## config.mk

```make
export PLATFORM = sky130hd
export DESIGN_NAME = control_32
export DESIGN_NICKNAME = d
export VERILOG_FILES = /design/src/rtl/control_32_pkg.sv /design/src/rtl/control_32_decode.sv /design/src/rtl/control_32.sv
export SDC_FILE = /design/constraint.sdc
export NUM_CORES = 1
export LEC_CHECK = 0
export CORE_MARGIN = 2
export CORE_UTILIZATION = 38
export DETAILED_ROUTE_END_ITERATION = 12
export GPL_ROUTABILITY_DRIVEN = 0
export PLACE_DENSITY = 0.86
export SLEW_MARGIN = 10
export SYNTH_ARGS = -nofsm -noshare
export SYNTH_HDL_FRONTEND = slang
export SYNTH_SLANG_ARGS = --single-unit
export TNS_END_PERCENT = 50
```

## constraint.sdc

```tcl
create_clock -name clk -period 2.6 [get_ports clk]
set_clock_uncertainty 0.2 [all_clocks]
set_input_delay 0.78 -clock clk [delete_from_list [all_inputs] [get_ports clk]]
set_output_delay 0.78 -clock clk [all_outputs]
set_load 0.05 [all_outputs]
```

## src/rtl/control_32_pkg.sv

```systemverilog
// Shared opcode constants and control-field encodings for the
// single-cycle main decoder.
package control_32_pkg;

    localparam logic [5:0] OPC_RTYPE = 6'b000000;
    localparam logic [5:0] OPC_LW    = 6'b100011;
    localparam logic [5:0] OPC_SW    = 6'b101011;
    localparam logic [5:0] OPC_BEQ   = 6'b000100;
    localparam logic [5:0] OPC_ADDI  = 6'b001000;
    localparam logic [5:0] OPC_J     = 6'b000010;
    localparam logic [5:0] OPC_JAL   = 6'b000011;

    typedef enum logic [1:0] {
        ALU_ADD   = 2'b00,
        ALU_SUB   = 2'b01,
        ALU_FUNCT = 2'b10,
        ALU_RSVD  = 2'b11
    } alu_op_e;

    typedef enum logic [1:0] {
        WB_ALU  = 2'b00,
        WB_MEM  = 2'b01,
        WB_PC4  = 2'b10,
        WB_RSVD = 2'b11
    } mem_toreg_e;

    typedef enum logic [1:0] {
        DST_RT   = 2'b00,
        DST_RD   = 2'b01,
        DST_RA   = 2'b10,
        DST_RSVD = 2'b11
    } reg_dst_e;

    typedef enum logic [1:0] {
        JMP_SEQ   = 2'b00,
        JMP_TGT   = 2'b01,
        JMP_RSVD2 = 2'b10,
        JMP_RSVD3 = 2'b11
    } jump_e;

    typedef struct packed {
        logic       reg_write;
        reg_dst_e   reg_dst;
        logic       alu_src;
        logic       branch;
        logic       mem_write;
        logic       mem_read;
        mem_toreg_e mem_toreg;
        jump_e      jump;
        alu_op_e    alu_op;
    } ctrl_t;

endpackage

```

## src/rtl/control_32_decode.sv

```systemverilog
// Purely combinational opcode-to-control table; flags any opcode
// outside the table as illegal with all controls forced low.
module control_32_decode
    import control_32_pkg::*;
#(
    parameter logic [5:0] OP_RTYPE = OPC_RTYPE,
    parameter logic [5:0] OP_LW    = OPC_LW,
    parameter logic [5:0] OP_SW    = OPC_SW,
    parameter logic [5:0] OP_BEQ   = OPC_BEQ,
    parameter logic [5:0] OP_ADDI  = OPC_ADDI,
    parameter logic [5:0] OP_J     = OPC_J,
    parameter logic [5:0] OP_JAL   = OPC_JAL
) (
    input  logic [5:0] opcode,
    output ctrl_t      ctrl,
    output logic       illegal
);

    always_comb begin
        ctrl    = '0;
        illegal = 1'b0;
        unique case (1'b1)
            (opcode == OP_RTYPE): begin
                ctrl.reg_write = 1'b1;
                ctrl.reg_dst   = DST_RD;
                ctrl.alu_op    = ALU_FUNCT;
            end
            (opcode == OP_LW): begin
                ctrl.reg_write = 1'b1;
                ctrl.alu_src   = 1'b1;
                ctrl.mem_read  = 1'b1;
                ctrl.mem_toreg = WB_MEM;
                ctrl.alu_op    = ALU_ADD;
            end
            (opcode == OP_SW): begin
                ctrl.alu_src   = 1'b1;
                ctrl.mem_write = 1'b1;
                ctrl.alu_op    = ALU_ADD;
            end
            (opcode == OP_BEQ): begin
                ctrl.branch = 1'b1;
                ctrl.alu_op = ALU_SUB;
            end
            (opcode == OP_ADDI): begin
                ctrl.reg_write = 1'b1;
                ctrl.alu_src   = 1'b1;
                ctrl.alu_op    = ALU_ADD;
            end
            (opcode == OP_J): begin
                ctrl.jump = JMP_TGT;
            end
            (opcode == OP_JAL): begin
                ctrl.reg_write = 1'b1;
                ctrl.reg_dst   = DST_RA;
                ctrl.mem_toreg = WB_PC4;
                ctrl.jump      = JMP_TGT;
            end
            default: illegal = 1'b1;
        endcase
    end

endmodule

```

## src/rtl/control_32.sv

```systemverilog
// Main control unit: combinational decode plus sticky error flag,
// saturating illegal-opcode counter and last-illegal-opcode capture.
module control_32 #(
    parameter logic [5:0] OP_RTYPE = 6'b000000,
    parameter logic [5:0] OP_LW    = 6'b100011,
    parameter logic [5:0] OP_SW    = 6'b101011,
    parameter logic [5:0] OP_BEQ   = 6'b000100,
    parameter logic [5:0] OP_ADDI  = 6'b001000,
    parameter logic [5:0] OP_J     = 6'b000010,
    parameter logic [5:0] OP_JAL   = 6'b000011,
    parameter int          CNT_W    = 8
) (
    input  logic             clk,
    input  logic             rst,
    input  logic [5:0]       opcode,
    input  logic             instr_valid,
    input  logic             err_clear,
    output logic [1:0]       alu_op,
    output logic [1:0]       mem_toreg,
    output logic             mem_write,
    output logic             mem_read,
    output logic             branch,
    output logic             alu_src,
    output logic [1:0]       reg_dst,
    output logic             reg_write,
    output logic [1:0]       jump,
    output logic             err_illegal_opcode,
    output logic             err_sticky,
    output logic [CNT_W-1:0] illegal_count,
    output logic [5:0]       last_illegal_opcode
);

    import control_32_pkg::*;

    localparam logic [5:0] lw   = OP_LW;
    localparam logic [5:0] sw   = OP_SW;
    localparam logic [5:0] beq  = OP_BEQ;
    localparam logic [5:0] addi = OP_ADDI;
    localparam logic [5:0] j    = OP_J;
    localparam logic [5:0] jal  = OP_JAL;

    ctrl_t ctrl;
    logic  illegal;

    control_32_decode #(
        .OP_RTYPE (OP_RTYPE),
        .OP_LW    (lw),
        .OP_SW    (sw),
        .OP_BEQ   (beq),
        .OP_ADDI  (addi),
        .OP_J     (j),
        .OP_JAL   (jal)
    ) u_decode (
        .opcode  (opcode),
        .ctrl    (ctrl),
        .illegal (illegal)
    );

    assign alu_op             = ctrl.alu_op;
    assign mem_toreg          = ctrl.mem_toreg;
    assign mem_write          = ctrl.mem_write;
    assign mem_read           = ctrl.mem_read;
    assign branch             = ctrl.branch;
    assign alu_src            = ctrl.alu_src;
    assign reg_dst            = ctrl.reg_dst;
    assign reg_write          = ctrl.reg_write;
    assign jump               = ctrl.jump;
    assign err_illegal_opcode = illegal;

    // Clear beats a same-cycle illegal event; the capture is not cleared.
    always_ff @(posedge clk) begin
        if (rst) begin
            err_sticky          <= 1'b0;
            illegal_count       <= '0;
            last_illegal_opcode <= '0;
        end else if (err_clear) begin
            err_sticky    <= 1'b0;
            illegal_count <= '0;
        end else if (instr_valid && illegal) begin
            err_sticky          <= 1'b1;
            last_illegal_opcode <= opcode;
            if (illegal_count != {CNT_W{1'b1}})
                illegal_count <= illegal_count + 1'b1;
        end
    end

endmodule

```

# After elaboration in Yosys (flattened, before gate mapping)
# Cells that the tools add are included.
# W data, S select, Z words.
[word_totals]
regBits = 15
in_bits = 10
output_inout_bits = 29
wordCells = 31
[classes]
n_addsub = 1
n_eq_ne = 7
n_mux = 10
n_bitwise = 1
n_reduce_logical = 9
[op_table]
columns = ["op", "count"]
rows = [
  ["$eq A6 B2 Y1 const B", 2],
  ["$eq A6 B6 Y1 const B", 2],
  ["$pmux W2 S2", 3],
  ["$add A8 B1 Y8 const B", 1],
  ["$ne A8 B8 Y1 const B", 1],
  ["$mux W1", 7],
  ["$reduce_or A7 Y1", 1],
  ["$eq A6 B3 Y1 const B", 1],
  ["$eq A6 B4 Y1 const B", 1],
  ["$logic_not A6 Y1", 1],
  ["$reduce_and A2 Y1", 2],
  ["$reduce_or A2 Y1", 2],
  ["$reduce_or A4 Y1", 1],
  ["$reduce_or A3 Y1", 1],
  ["$logic_and A1 B1 Y1", 1],
  ["$not A1 Y1", 1],
]

# Logic depth before layout (Yosys ltp)
# Gate-level depths: netlist (run 1).
[logic_depth]
ltp_word = 5
mapped_depth = 6
depth_no_buf = 5

# Hierarchy
# A second synthesis (run 1) with hierarchy kept.
[unflattened]
hier_cells = 106
hier_area_um2 = 852.1
[modules_own_cells]
columns = ["module", "instances", "cells_each", "area_per_inst_um2", "seq_area_each_um2"]
rows = [
  ["control_32", 1, 74, 650.6, 300.3],
  ["control_32_decode", 1, 32, 201.4, 0.0],
]

# Least setup slack after synthesis (run 1)
# OpenSTA, ideal clock, no wires.
[synth_timing]
kind = "input-to-output"
startpoint = "input opcode[4]"
endpoint = "output mem_toreg[1]"
arrival_ns = 3.132
t_required_ns = 1.620
setup_slack_ns = -1.512
stages = 3
n_path_buf = 1
cell_sequence = "buf_2 -> nor4_1 -> and2_1"
[synth_via]
elab_chain_len = 2
word_cells_on_any_way = 3
cone_classes = "eq/ne: 2; mux: 1"
[synth_rtl]
columns = ["element", "line", "source"]
rows = [
  ["start, declared", "control_32.sv:15", "input logic [5:0] opcode,"],
  ["$eq A6 B2 Y1 or $eq A6 B6 Y1 (tied branches)", "control_32_decode.sv:52, control_32_decode.sv:28", ""],
  ["$pmux W2 S2 (*)", "control_32_decode.sv:22", "unique case (1'b1)"],
  ["end, declared", "control_32.sv:19", "output logic [1:0] mem_toreg,"],
]
# Mark *: on every way between the ends. The rest lies on a longest branch, timed or not.

# Worst setup path after layout (run 1)
[layout_timing]
startpoint = "input opcode[2]"
endpoint = "output err_illegal_opcode"
[layout_via]
elab_chain_len = 3
word_cells_on_any_way = 9
cone_classes = "eq/ne: 6; mux: 1; reduce/logical: 2"
[layout_rtl]
columns = ["element", "line", "source"]
rows = [
  ["$eq A6 B2 Y1, or another cell as far along", "control_32_decode.sv:52", "(opcode == OP_JAL): begin"],
  ["$reduce_or A7 Y1 (no line) (*)", "--", ""],
  ["$mux W1 (*)", "control_32_decode.sv:22", ""],
  ["end, declared", "control_32.sv:27", "output logic err_illegal_opcode,"],
]
# Marked as above.

==> results.json, run 1 <==
{
  "run_status": "finished with violations",
  "violations": "negative setup slack",
  "grt_antenna_before_repair": 0,
  "hold_class": "flop to flop",
  "p_switching_mw": 0.182,
  "port_buffers": 37,
  "clk_pin_slew_ns": 0.09,
  "synth_area_um2": 945,
  "timing.fmax_mhz": 355,
  "vias": 1092,
  "cts.sinks": 15,
  "synth_ff_type": "dfxtp_1",
  "grt_max_degree": 14,
  "period_needed_ns": 2.82,
  "drive_gt1_frac": 0.424,
  "n_fill_cell": 162,
  "total_power_mw": 0.554,
  "die-area_um2": 2900,
  "yosysWarnings": 0,
  "seq_area_frac_synth": 0.318,
  "finalCritPeriodShare": 1.08,
  "cts-buffers-inserted": 3,
  "final_antenna_net_count": 0,
  "timing.final.max_slew_violations": 0,
  "whs_path_depth": 2,
  "synth_cell_types": 42,
  "drtPass1Iterations": 4,
  "layout_commonest_cell": "buf_4",
  "max_slew_margin": 0.645,
  "antenna_cells": 0,
  "clockBufferDepth": 2,
  "grt_util_all_layers": 0.225,
  "hold_buffers": 0,
  "cts_root_buffer": "clkbuf_4",
  "crit_path_start_kind": "input pin",
  "synth_edf_count": 0,
  "worst_ep_arrival_time_ns": 1.84,
  "syn_inst": 112,
  "core_area_um2": 2410,
  "grt_first_pass_wirelength_um": 4770,
  "holdWs_ns": 0.281,
  "io_pins": 39,
  "clkLatencyLatePin_ns": 0.30,
  "dp_cells": 192,
  "cts_tree": "built",
  "htree_levels": 1,
  "setup_viol": 13,
  "avgSynthCellArea_um2": 8.43,
  "p_seq_frac": 0.434,
  "p_leak_nw": 0.734,
  "final_cells": 202,
  "reg2reg_depth": 5,
  "worst_slew_pin_slew_ns": 0.530,
  "post-dp-hpwl_um": 2140,
  "combPwrFrac": 0.322,
  "rsz0062_at_grt": "true",
  "rows": 18,
  "route.detailed.drc": 0,
  "required_ns": 1.62,
  "drt-total-wl_um": 3010,
  "finalHoldViolCount": 0,
  "initial_core_util": 0.392,
  "overflow": 0,
  "setup_ws_ns": -0.216,
  "die_h_um": 53.9,
  "regArea_um2": 300,
  "crit_type": "input pin to output port",
  "maxCapViolations": 0,
  "pwr-share-clk": 0.244,
  "final_net_count": 184,
  "final.setup.tns_ns": -1.67,
  "drtIter0Drc": 12,
  "grt_pass1_vias": 1094,
  "cp_max_fo": 3,
  "synth-async-reset-ratio": 0,
  "multi_input_area_um2": 682,
  "synth-seq-cells": 15,
  "dpl_worst_slack_ns": -0.661,
  "cp-end-kind": "output port",
  "viasPerCell": 5.41,
  "switching_share": 0.328,
  "vdd_drop_max_v": 0.000256,
  "dieWidth_um": 53.9,
  "syn2layout_area_growth_pct": 88.3,
  "internal-power_mw": 0.373,
  "syn_nets": 123,
  "wire_per_inst_um": 14.9,
  "layout_common_cells": "20 x buf_4, 15 x dfxtp_1, 15 x clkdlybuf4s50_1",
  "power.density_nw_per_um2": 311
}
[layer usage]
metal | track usage | routed length, µm | part of all wire | vias to the layer above
met4 | 0.115 | 45 | 0.015 | 0
met3 | 0.0583 | 217 | 0.072 | 6
met2 | 0.411 | 1590 | 0.53 | 39
met1 | 0.233 | 1170 | 0.39 | 518
met5 | 0 | 0 | 0 | -
li1 | - | - | - | 529
[stage by stage]
step            util  area, µm²
2_1_floorplan      -       1000
3_3_place_gp   0.670       1620
3_5_place_dp   0.670       1620
4_1_cts        0.721       1740
5_1_grt        0.738       1780
6_report       0.738       1780
[power groups by stage]
stage	Combinational [mW]	Sequential, mW	Clock [mW]
2_1_floorplan	0.0649	0.268	0
3_3_place_gp	0.154	0.246	0
3_5_place_dp	0.157	0.246	0
4_1_cts	0.171	0.241	0.140
5_1_grt	0.188	0.242	0.147
6_report	0.179	0.241	0.135
[Yosys cell counts, types with 2 or more instances]
cell type	count	area, µm²
buf_6	2	22.5
nor4_1	2	12.5
a31oi_1	3	18.8
inv_1	4	15.0
and2_1	3	18.8
clkbuf_1	2	7.51
nor3_1	6	30.0
and3_1	2	12.5
a311oi_1	2	17.5
nand2_1	5	18.8
nand4_1	3	18.8
o21a_1	3	22.5
dfxtp_1	15	300
nand2b_1	10	62.6
buf_4	2	15.0
a21oi_1	4	20.0
o21ai_0	5	25.0
mux2i_1	5	50.1
nor2_1	7	26.3
nand3_1	5	25.0
[area by class of cell]
type / count / area share
Clock inverter: 1 / 0.00281
Multi-Input combinational cell: 86 / 0.383
Timing Repair Buffer: 63 / 0.403
Inverter: 4 / 0.00844
Clock buffer: 3 / 0.0127
Tap cell: 30 / 0.0211
Sequential cell: 15 / 0.169
[registers in the layout, indices dropped and copies added (netlist names)]
name / cells
illegal_count: 8
last_illegal_opcode: 6
err_sticky: 1
[cells by family after synthesis]
kind of cell	after synthesis	share of synthesized area
simple gates	56	0.362
other cells	1	0.00397
flops	15	0.318
fa+ha+maj	1	0.0132
compound gates	23	0.181
buf+inv	11	0.0689
mux	5	0.0530
[critical path, cell delays in order]
cell     delay, ns
buf_8         0.10
or4b_4        0.54
a31oi_4       0.19
inv_2         0.07
buf_8         0.15
[final timing paths]
path	startpoint	to	slack (ns)
max	opcode[2]	err_illegal_opcode	-0.22
min	last_illegal_opcode[0]	last_illegal_opcode[0]	0.28
max reg2reg	illegal_count[0]	illegal_count[5]	0.65
min reg2reg	last_illegal_opcode[0]	last_illegal_opcode[0]	0.28
[what timing repair did]
action	4_1_cts	5_1_grt
gates cloned	0	0
resized for setup	42	9
pin swaps	9	4
buffers inserted	4	3
setup endpoints to repair	13	16
Power figures use the tool's default switching activity.
==> inputs of run 2 (changes only) <==
--- a/config.mk
+++ b/config.mk
@@ -10,6 +10,7 @@
 export DETAILED_ROUTE_END_ITERATION = 12
 export GPL_ROUTABILITY_DRIVEN = 0
 export PLACE_DENSITY = 0.86
+export SKIP_LAST_GASP = 1
 export SLEW_MARGIN = 10
 export SYNTH_ARGS = -nofsm -noshare
 export SYNTH_HDL_FRONTEND = slang
==> run 2 against run 1 <==
The run still ends with negative setup slack left. Cell count unchanged. Global-route usage up 0.29 points. Critical path depth unchanged. Utilization up 0.62 points. Worst setup slack about the same. Flip-flop and latch count unchanged. Hold slack better by 0.0014 ns. Clock-buffer cell count unchanged. Sequential power about the same. Combinational power up 2%. Fmax about the same. Clock power about the same. Critical endpoint unchanged. Largest cell class is now multi-input combinational cells. Highest routed layer unchanged.
==> results.json, run 2 (synthesized netlist as in run 1, its figures left out) <==
{
  "post_dp_cell_area_um2": 1620,
  "drive_gt1_frac": 0.436,
  "layout_common_cells": "21 x buf_4, 18 x clkdlybuf4s50_1, 15 x dfxtp_1",
  "core_area_um2": 2410,
  "htree_levels": 1,
  "clkLatencyLatePin_ns": 0.29,
  "required_ns": 1.62,
  "clockBufferDepth": 2,
  "maxCapViolations": 0,
  "rsz0062_at_grt": "true",
  "holdWs_ns": 0.283,
  "worst_ep_arrival_time_ns": 1.84,
  "grt_antenna_before_repair": 0,
  "layout_commonest_cell": "buf_4",
  "viasPerCell": 5.50,
  "hold_buffers": 0,
  "cts-buffers-inserted": 3,
  "cts_tree": "built",
  "route.detailed.drc": 0,
  "timing.final.max_slew_violations": 0,
  "multi_input_area_um2": 712,
  "final_antenna_net_count": 0,
  "run_status": "finished with violations",
  "final_cells": 202,
  "port_buffers": 37,
  "setup_viol": 13,
  "drt-total-wl_um": 3120,
  "period_needed_ns": 2.82,
  "timing.fmax_mhz": 355,
  "regArea_um2": 300,
  "dp_cells": 192,
  "finalCritPeriodShare": 1.08,
  "dieWidth_um": 53.9,
  "crit_path_start_kind": "input pin",
  "reg_top3": "illegal_count (8), last_illegal_opcode (6), err_sticky (1)",
  "initial_core_util": 0.392,
  "final_net_count": 184,
  "violations": "negative setup slack",
  "grt_max_degree": 14,
  "antenna_cells": 0,
  "die_h_um": 53.9,
  "cp-end-kind": "output port",
  "syn2layout_area_growth_pct": 89.9,
  "grt_util_all_layers": 0.228,
  "cp_max_fo": 3,
  "io_pins": 39,
  "max_slew_margin": 0.648,
  "worst_slew_pin_slew_ns": 0.527,
  "cts.sinks": 15,
  "n_fill_cell": 154,
  "grt_first_pass_wirelength_um": 4810,
  "setup_ws_ns": -0.216,
  "crit_type": "input pin to output port",
  "grt_pass1_vias": 1100,
  "post-dp-hpwl_um": 2140,
  "p_leak_nw": 0.692,
  "wire_per_inst_um": 15.4,
  "die-area_um2": 2900,
  "finalHoldViolCount": 0,
  "final_area_um2": 1790,
  "clk_pin_slew_ns": 0.09,
  "drtPass1Iterations": 4,
  "overflow": 0,
  "drtIter0Drc": 16,
  "power.density_nw_per_um2": 310,
  "rows": 18,
  "largest_register_ffs": 8,
  "vias": 1111,
  "top_register": "illegal_count",
  "vdd_drop_max_v": 0.000272,
  "cts_root_buffer": "clkbuf_4",
  "hold_class": "flop to flop"
}
==> run 2: power by group <==
group	internal [mW]	leakage (nW)	total, mW	switching (mW)
logic	0.0790	0.552	0.183	0.104
clock network	0.0573	0.0177	0.134	0.0764
registers	0.236	0.122	0.241	0.00443
total	0.373	0.692	0.557	0.184
==> run 2: worst max-delay path: stages <==
cell,delay (ns)
buf_6,0.10
or4b_4,0.54
a31oi_4,0.19
inv_2,0.07
buf_8,0.15
==> run 2: layer usage <==
layer  track usage  routed length, µm  vias up
met5             0                  0        -
met4         0.115                 19        0
met1         0.226               1200      537
met3        0.0556                189        2
li1              -                  -      531
met2         0.431               1710       41
==> run 2: what timing repair did <==
action                                  CTS  global route
resized for setup                        38            14
pin swaps                                 8             7
setup buffers                             4             2
endpoints found under the setup margin   13            16
==> run 2: final cells by class <==
class	count	area share
inverters	4	0.00837
flip-flops and latches	15	0.167
repair buffers	63	0.391
clock inverters	1	0.00279
multi-input cells	86	0.397
clock buffers	3	0.0126
well taps	30	0.0209
==> run 2: through the flow <==
step           TNS, ns  utilization  setup WS (ns)  power (mW)
3_3_place_gp     -8.39        0.670         -0.628       0.400
3_5_place_dp     -9.80        0.670         -0.661       0.403
5_1_grt          -2.06        0.745         -0.239       0.581
6_report         -1.57        0.745         -0.216       0.557
4_1_cts          -1.63        0.715         -0.219       0.550
2_1_floorplan    -2.76            -         -0.366       0.333
==> run 2: path summary, 6_finish.rpt <==
kind,startpoint,endpoint,slack (ns),cells past startpoint
min reg2reg,last_illegal_opcode[0],last_illegal_opcode[0],0.28,2
min,last_illegal_opcode[0],last_illegal_opcode[0],0.28,2
max reg2reg,illegal_count[0],illegal_count[5],0.66,5
max,opcode[5],err_illegal_opcode,-0.22,5
